--- src/rtl/md_pos_pkg.sv ---
// md_pos_pkg: shared FSM state encoding and FIFO depth for the position cell reader
package md_pos_pkg;
  localparam int FIFO_DEPTH = 4;
  typedef enum logic [2:0] {IDLE, RD_CNT, WAIT_CNT, STREAM, DRAIN, DONE} state_t;
endpackage

--- src/rtl/pos_cell_reader_if.sv ---
// pos_cell_reader_if: valid/ready particle stream from the cell reader to its consumer
interface pos_cell_reader_if #(parameter int DATA_WIDTH = 96, parameter int ADDR_WIDTH = 8);
  logic                  out_valid;
  logic                  out_ready;
  logic [DATA_WIDTH-1:0] out_pos;
  logic [ADDR_WIDTH-1:0] out_pid;
  logic                  out_last;
  modport master (output out_valid, out_pos, out_pid, out_last, input out_ready);
  modport slave  (input out_valid, out_pos, out_pid, out_last, output out_ready);
endinterface

--- src/rtl/pos_reader_fifo.sv ---
// pos_reader_fifo: FIFO_DEPTH-entry synchronous FIFO with full/empty flags and occupancy
module pos_reader_fifo import md_pos_pkg::*; #(
  parameter int WIDTH = 8
) (
  input  logic                        clock,
  input  logic                        rst_n,
  input  logic                        push,
  input  logic                        pop,
  input  logic [WIDTH-1:0]            din,
  output logic [WIDTH-1:0]            dout,
  output logic                        full,
  output logic                        empty,
  output logic [$clog2(FIFO_DEPTH):0] count
);
  localparam int PW = $clog2(FIFO_DEPTH);
  logic [WIDTH-1:0] mem [FIFO_DEPTH];
  logic [PW-1:0] wp, rp;
  logic wr, rd;
  assign wr = push && !full;
  assign rd = pop && !empty;
  assign full = count == (PW+1)'(FIFO_DEPTH);
  assign empty = count == '0;
  assign dout = mem[rp];
  // storage is cleared so the head word reads as zero after reset
  always_ff @(posedge clock or negedge rst_n)
    if (!rst_n) begin
      wp <= '0;
      rp <= '0;
      count <= '0;
      for (int i = 0; i < FIFO_DEPTH; i++) mem[i] <= '0;
    end else begin
      if (wr) begin
        mem[wp] <= din;
        wp <= wp + 1'b1;
      end
      if (rd) rp <= rp + 1'b1;
      count <= count + (PW+1)'(wr) - (PW+1)'(rd);
    end
endmodule

--- src/rtl/pos_cell_reader.sv ---
// pos_cell_reader: reads a cell's particle count then streams its positions through a credit-limited FIFO
// Optional count clamping with cnt_err flag: define POS_READER_CNT_CLAMP_EN.
module pos_cell_reader import md_pos_pkg::*; #(
  parameter int DATA_WIDTH   = 96,
  parameter int ADDR_WIDTH   = 8,
  parameter int PARTICLE_NUM = 220
) (
  input  logic                  clock,
  input  logic                  rst_n,
  input  logic                  start,
  output logic                  busy,
  output logic                  done,
  output logic [ADDR_WIDTH-1:0] mem_address,
  output logic                  mem_rden,
  output logic                  mem_wren,
  input  logic [DATA_WIDTH-1:0] mem_q,
  pos_cell_reader_if.master     stream,
  output logic [ADDR_WIDTH-1:0] particle_cnt
`ifdef POS_READER_CNT_CLAMP_EN
  ,
  output logic                  cnt_err
`endif
);
  localparam int PW = $clog2(FIFO_DEPTH);
  state_t state, nxt;
  logic [ADDR_WIDTH-1:0] next_addr, pid1, pid2, cnt_lat;
  logic [PW:0] fcnt;
  logic c1, c2, v1, v2, issue, pop, full, empty, cnt_ok;
  assign cnt_ok = state == WAIT_CNT && c2;
  assign pop = stream.out_valid && stream.out_ready;
  // in-flight reads count against FIFO space so returning data always has a slot
  assign issue = state == STREAM && (fcnt + (PW+1)'(v1) + (PW+1)'(v2)) < (PW+1)'(FIFO_DEPTH);
`ifdef POS_READER_CNT_CLAMP_EN
  logic over;
  assign over = mem_q[ADDR_WIDTH-1:0] > ADDR_WIDTH'(PARTICLE_NUM-1);
  assign cnt_lat = over ? ADDR_WIDTH'(PARTICLE_NUM-1) : mem_q[ADDR_WIDTH-1:0];
  always_ff @(posedge clock or negedge rst_n)
    if (!rst_n) cnt_err <= 1'b0;
    else if (state == IDLE && start) cnt_err <= 1'b0;
    else if (cnt_ok && over) cnt_err <= 1'b1;
`else
  assign cnt_lat = mem_q[ADDR_WIDTH-1:0];
`endif
  always_ff @(posedge clock or negedge rst_n)
    if (!rst_n) state <= IDLE;
    else state <= nxt;
  always_comb begin
    nxt = state;
    case (state)
      IDLE:     nxt = start ? RD_CNT : IDLE;
      RD_CNT:   nxt = WAIT_CNT;
      WAIT_CNT: nxt = !c2 ? WAIT_CNT : cnt_lat == '0 ? DONE : STREAM;
      STREAM:   nxt = issue && next_addr == particle_cnt ? DRAIN : STREAM;
      DRAIN:    nxt = pop && stream.out_last ? DONE : DRAIN;
      default:  nxt = IDLE;
    endcase
  end
  always_comb begin
    busy = state != IDLE;
    done = state == DONE;
    mem_rden = state == RD_CNT || issue;
    mem_address = issue ? next_addr : '0;
    mem_wren = 1'b0;
  end
  // two-stage tags mirror the memory read latency; reset drops anything in flight
  always_ff @(posedge clock or negedge rst_n)
    if (!rst_n) begin
      c1 <= 1'b0;
      c2 <= 1'b0;
      v1 <= 1'b0;
      v2 <= 1'b0;
      pid1 <= '0;
      pid2 <= '0;
      next_addr <= '0;
      particle_cnt <= '0;
    end else begin
      c1 <= state == RD_CNT;
      c2 <= c1;
      v1 <= issue;
      v2 <= v1;
      pid1 <= next_addr;
      pid2 <= pid1;
      next_addr <= state != STREAM ? ADDR_WIDTH'(1) : next_addr + ADDR_WIDTH'(issue);
      if (cnt_ok) particle_cnt <= cnt_lat;
    end
  pos_reader_fifo #(.WIDTH(DATA_WIDTH + ADDR_WIDTH)) u_fifo (
    .clock(clock),
    .rst_n(rst_n),
    .push(v2),
    .pop(pop),
    .din({pid2, mem_q}),
    .dout({stream.out_pid, stream.out_pos}),
    .full(full),
    .empty(empty),
    .count(fcnt)
  );
  assign stream.out_valid = !empty;
  assign stream.out_last = !empty && stream.out_pid == particle_cnt;
endmodule

--- src/flat_wrapper.sv ---
// flat-port wrapper written by rule: the top's interface ports become plain ports
module pos_cell_reader_flat import md_pos_pkg::*;
#(
  parameter int DATA_WIDTH   = 96,
  parameter int ADDR_WIDTH   = 8,
  parameter int PARTICLE_NUM = 220
)
  (clock, rst_n, start, busy, done, mem_address, mem_rden, mem_wren, mem_q, particle_cnt, stream_out_valid, stream_out_pos, stream_out_pid, stream_out_last, stream_out_ready);
  pos_cell_reader_if #(.DATA_WIDTH(DATA_WIDTH), .ADDR_WIDTH(ADDR_WIDTH)) stream_i ();
  input  logic clock;
  input  logic rst_n;
  input  logic start;
  output logic busy;
  output logic done;
  output logic [ADDR_WIDTH-1:0] mem_address;
  output logic mem_rden;
  output logic mem_wren;
  input  logic [DATA_WIDTH-1:0] mem_q;
  output logic [ADDR_WIDTH-1:0] particle_cnt;
  output wire logic [$bits(stream_i.out_valid)-1:0] stream_out_valid;
  output wire logic [$bits(stream_i.out_pos)-1:0] stream_out_pos;
  output wire logic [$bits(stream_i.out_pid)-1:0] stream_out_pid;
  output wire logic [$bits(stream_i.out_last)-1:0] stream_out_last;
  input wire logic [$bits(stream_i.out_ready)-1:0] stream_out_ready;
  assign stream_out_valid = stream_i.out_valid;
  assign stream_out_pos = stream_i.out_pos;
  assign stream_out_pid = stream_i.out_pid;
  assign stream_out_last = stream_i.out_last;
  assign stream_i.out_ready = stream_out_ready;
  pos_cell_reader #(.DATA_WIDTH(DATA_WIDTH), .ADDR_WIDTH(ADDR_WIDTH), .PARTICLE_NUM(PARTICLE_NUM)) u_core (.clock(clock), .rst_n(rst_n), .start(start), .busy(busy), .done(done), .mem_address(mem_address), .mem_rden(mem_rden), .mem_wren(mem_wren), .mem_q(mem_q), .stream(stream_i), .particle_cnt(particle_cnt));
endmodule
--- config.mk ---
export PLATFORM = sky130hd
export DESIGN_NAME = pos_cell_reader_flat
export DESIGN_NICKNAME = d
export VERILOG_FILES = /design/src/rtl/md_pos_pkg.sv /design/src/rtl/pos_cell_reader_if.sv /design/src/rtl/pos_reader_fifo.sv /design/src/rtl/pos_cell_reader.sv /design/src/flat_wrapper.sv
export SDC_FILE = /design/constraint.sdc
export NUM_CORES = 1
export LEC_CHECK = 0
export CAP_MARGIN = 10
export CORE_UTILIZATION = 57
export DETAILED_ROUTE_END_ITERATION = 16
export PLACE_DENSITY = 0.8
export SLEW_MARGIN = 20
export SYNTH_ARGS = -nofsm -noshare
export SYNTH_HDL_FRONTEND = slang
export SYNTH_HIERARCHICAL = 1
export SYNTH_SLANG_ARGS = --single-unit
--- constraint.sdc ---
create_clock -name clock -period 3.2 [get_ports clock]
set_input_delay 0.64 -clock clock [delete_from_list [all_inputs] [get_ports clock]]
set_output_delay 0.64 -clock clock [all_outputs]
set_load 0.03 [all_outputs]
==> impl_results.md <==
- Status: finished, violations left
- Violated checks: negative setup slack
- Period utilization: 104%
- Max-slew headroom: ~54%
- Synth Instances: 1181
- Global route total overflow: 0
- Full die area: 0.0376 mm2
- CTS root buffer: clkbuf_16
- Fin Clk Skew: 17.5 ps
- Die span in y: 194 um
- WHS: roughly 47 ps
- Final Max Tran Viols: 0
- Static Leakage: about 12 nW
- Vias in the first global route: 12500
- H-tree depth: 2
- Post-DRT Antenna Nets: 0
- Worst Tran Pin Value: 697 ps
- Layout net count: approximately 1500
- Clock buffer depth: 3
- Yosys warns: 6
- Initial antenna violation count: 0
- Finished Layout Cells: slightly below 2000
- CP max FO: 5
- Startpoint types: flip-flop
- Hold WC Path Type: input pin to asynchronous set/reset pin
- Clk sinks: 462
- Starting density of the core: roughly three fifths
- Final hold vios: 0
- Core Rows: 69
- Arr. time, crit path: 2690 ps
- Placed Cells: 1824
- WL per Instance: 22.8 um
- Tot GR Track Use: roughly 24%
- Post-synth net total: roughly 1300
- Setup violations, final: 1
- Critical Path RT: about 2600 ps
- Drt drc: 0
- Drt first-iter violations: between 600 and 700
- Final setup margin: -132 ps
- Pwr/cell area: ~1100 mW/mm2
- CTS hold repair buffers: 0
- I/O pins: 226
- Gp weighted congestion: 0.841
- Post-Syn Area: 0.0210 mm2
- Reg2Reg Launch Point: u_core/u_fifo/count[1]
- Die W: 194 um
- Min cycle time layout: around 3300 ps
- FILL cells: 2307
- First-pass GRT wire length: between 70000 and 80000 um
- Critical path origin: u_core/u_fifo/rp[0]
- Largest net degree at the start of global routing: 80
- Clk slew on worst S/H paths: 60 ps
- Hpwl dp: about 26000 um
- Final WL: 43900 um
- Peak supply drop: between 0.6 and 0.7 mV
- DR vias/cell: 5.82
- Skew-Pair Late Insertion Delay: approximately 580 ps
- Worst slack, placed: around 200 ps
- Area Growth Syn to Fin: 21.2%
- Num CTS Buffers: 49
- IO Port Bufs: 224
- # diodes: 0
- Setup CP Type: flip-flop to output pin
- RSZ-0062 raised after global routing: yes
- Fmax: 300 MHz
- DR vias: roughly 11000
- Pre-antenna DRT Iters: 4
- Syn Area/Cell: 17.8 um2
- CP Capture Type: output pin
- Max-Cap Viols: 0
- CTS tree: built
- Core area: ~0.036 mm2
- Share of layout cells above drive strength 1: 46.7%
-- cell usage in the layout (no fill, tap or decap), drive strengths merged, types with 2 or more instances in the layout --
master,count
clkbuf,71
dlymetal6s2s,6
clkdlybuf4s15,4
a21oi,3
dlygate4sd2,85
o211ai,2
and2,7
xor2,13
bufinv,5
xnor2,14
nor3,4
nor2,14
o21a,2
clkdlybuf4s50,120
clkinv,11
or2,3
buf,53
mux2,425
ha,10
nand2b,2
inv,13
mux4,104
nand2,2
nand4,3
dfrtp,462
o2bb2ai,2
nand3,4
and3,9
nor4,3
-- cell type report --
type	count	area [um2]	share of cell area, %
flip-flops and latches	462	11600	45.4
multi-input cells	635	8890	34.9
repair buffers	270	2740	10.8
clock buffers	69	1390	5.47
well taps	461	577	2.27
clock inverters	20	245	0.963
inverters	10	37.5	0.147
-- through the flow --
stage	total power [mW]	cell area [um2]	setup TNS, ps	util [%]
floorplan	18.9	21000	0	-
global placement	22.9	23700	0	66.1
detailed placement	23.2	23700	0	66.1
CTS	28.6	25400	-94.9	70.8
global route	29.8	25500	-185	70.9
finish	28.4	25500	-132	70.9
-- registers in the layout (all words and copies together) (netlist names) --
signal and count:
u_core/next_addr 8, u_core/state 3, u_core/u_fifo/rp 2, u_core/particle_cnt 8
u_core/c1 1, u_core/u_fifo/mem 416, u_core/v1 1, u_core/u_fifo/wp 2
u_core/u_fifo/count 3, u_core/c2 1, u_core/pid2 8, u_core/v2 1
u_core/pid1 8
-- report_power, final --
group / internal [mW] / switching (mW) / leakage [nW]
registers: 8.41 / 1.55 / 5.85
clock network: 3.44 / 2.30 / 0.811
logic: 6.79 / 5.90 / 4.93
total: 18.6 / 9.75 / 11.6
-- repair_timing --
action | 4_1_cts | 5_1_grt
pin swaps | 4 | 3
setup endpoints to repair | 103 | 17
setup buffers | 13 | 1
gates resized for setup | 99 | 17
-- worst paths after layout --
kind	endpoint	slack, ps	cells past startpoint
worst min register to register	u_core/pid2[3]	350	0
worst min-delay path	u_core/u_fifo/mem[297]	50	1
worst max register to register	u_core/u_fifo/count[2]	450	10
min in group clock	u_core/pid2[3]	350	0
max in group asynchronous	u_core/u_fifo/mem[148]	2250	2
worst max-delay path	stream_out_last	-130	7
-- worst max-delay path, cell delays in order (launching register included) --
cell and delay, ps:
dfrtp_4 500, buf_12 150, buf_4 130, mux4_2 470
xor2_1 180, nor4_2 290, and3_4 270, buf_6 120
-- per-layer routing --
metal  vias to the layer above  wire length (um)  global-route usage, %  share of wire (%)
li1                       4856                 -                      -                  -
met1                      6051             19500                   35.0                 44
met2                       257             21300                   38.4                 48
met3                        60              2370                   4.82                5.4
met4                         0               780                   6.61                1.8
met5                         -                 0                      0                  0
Note: power is estimated with default switching activity, not from simulation.
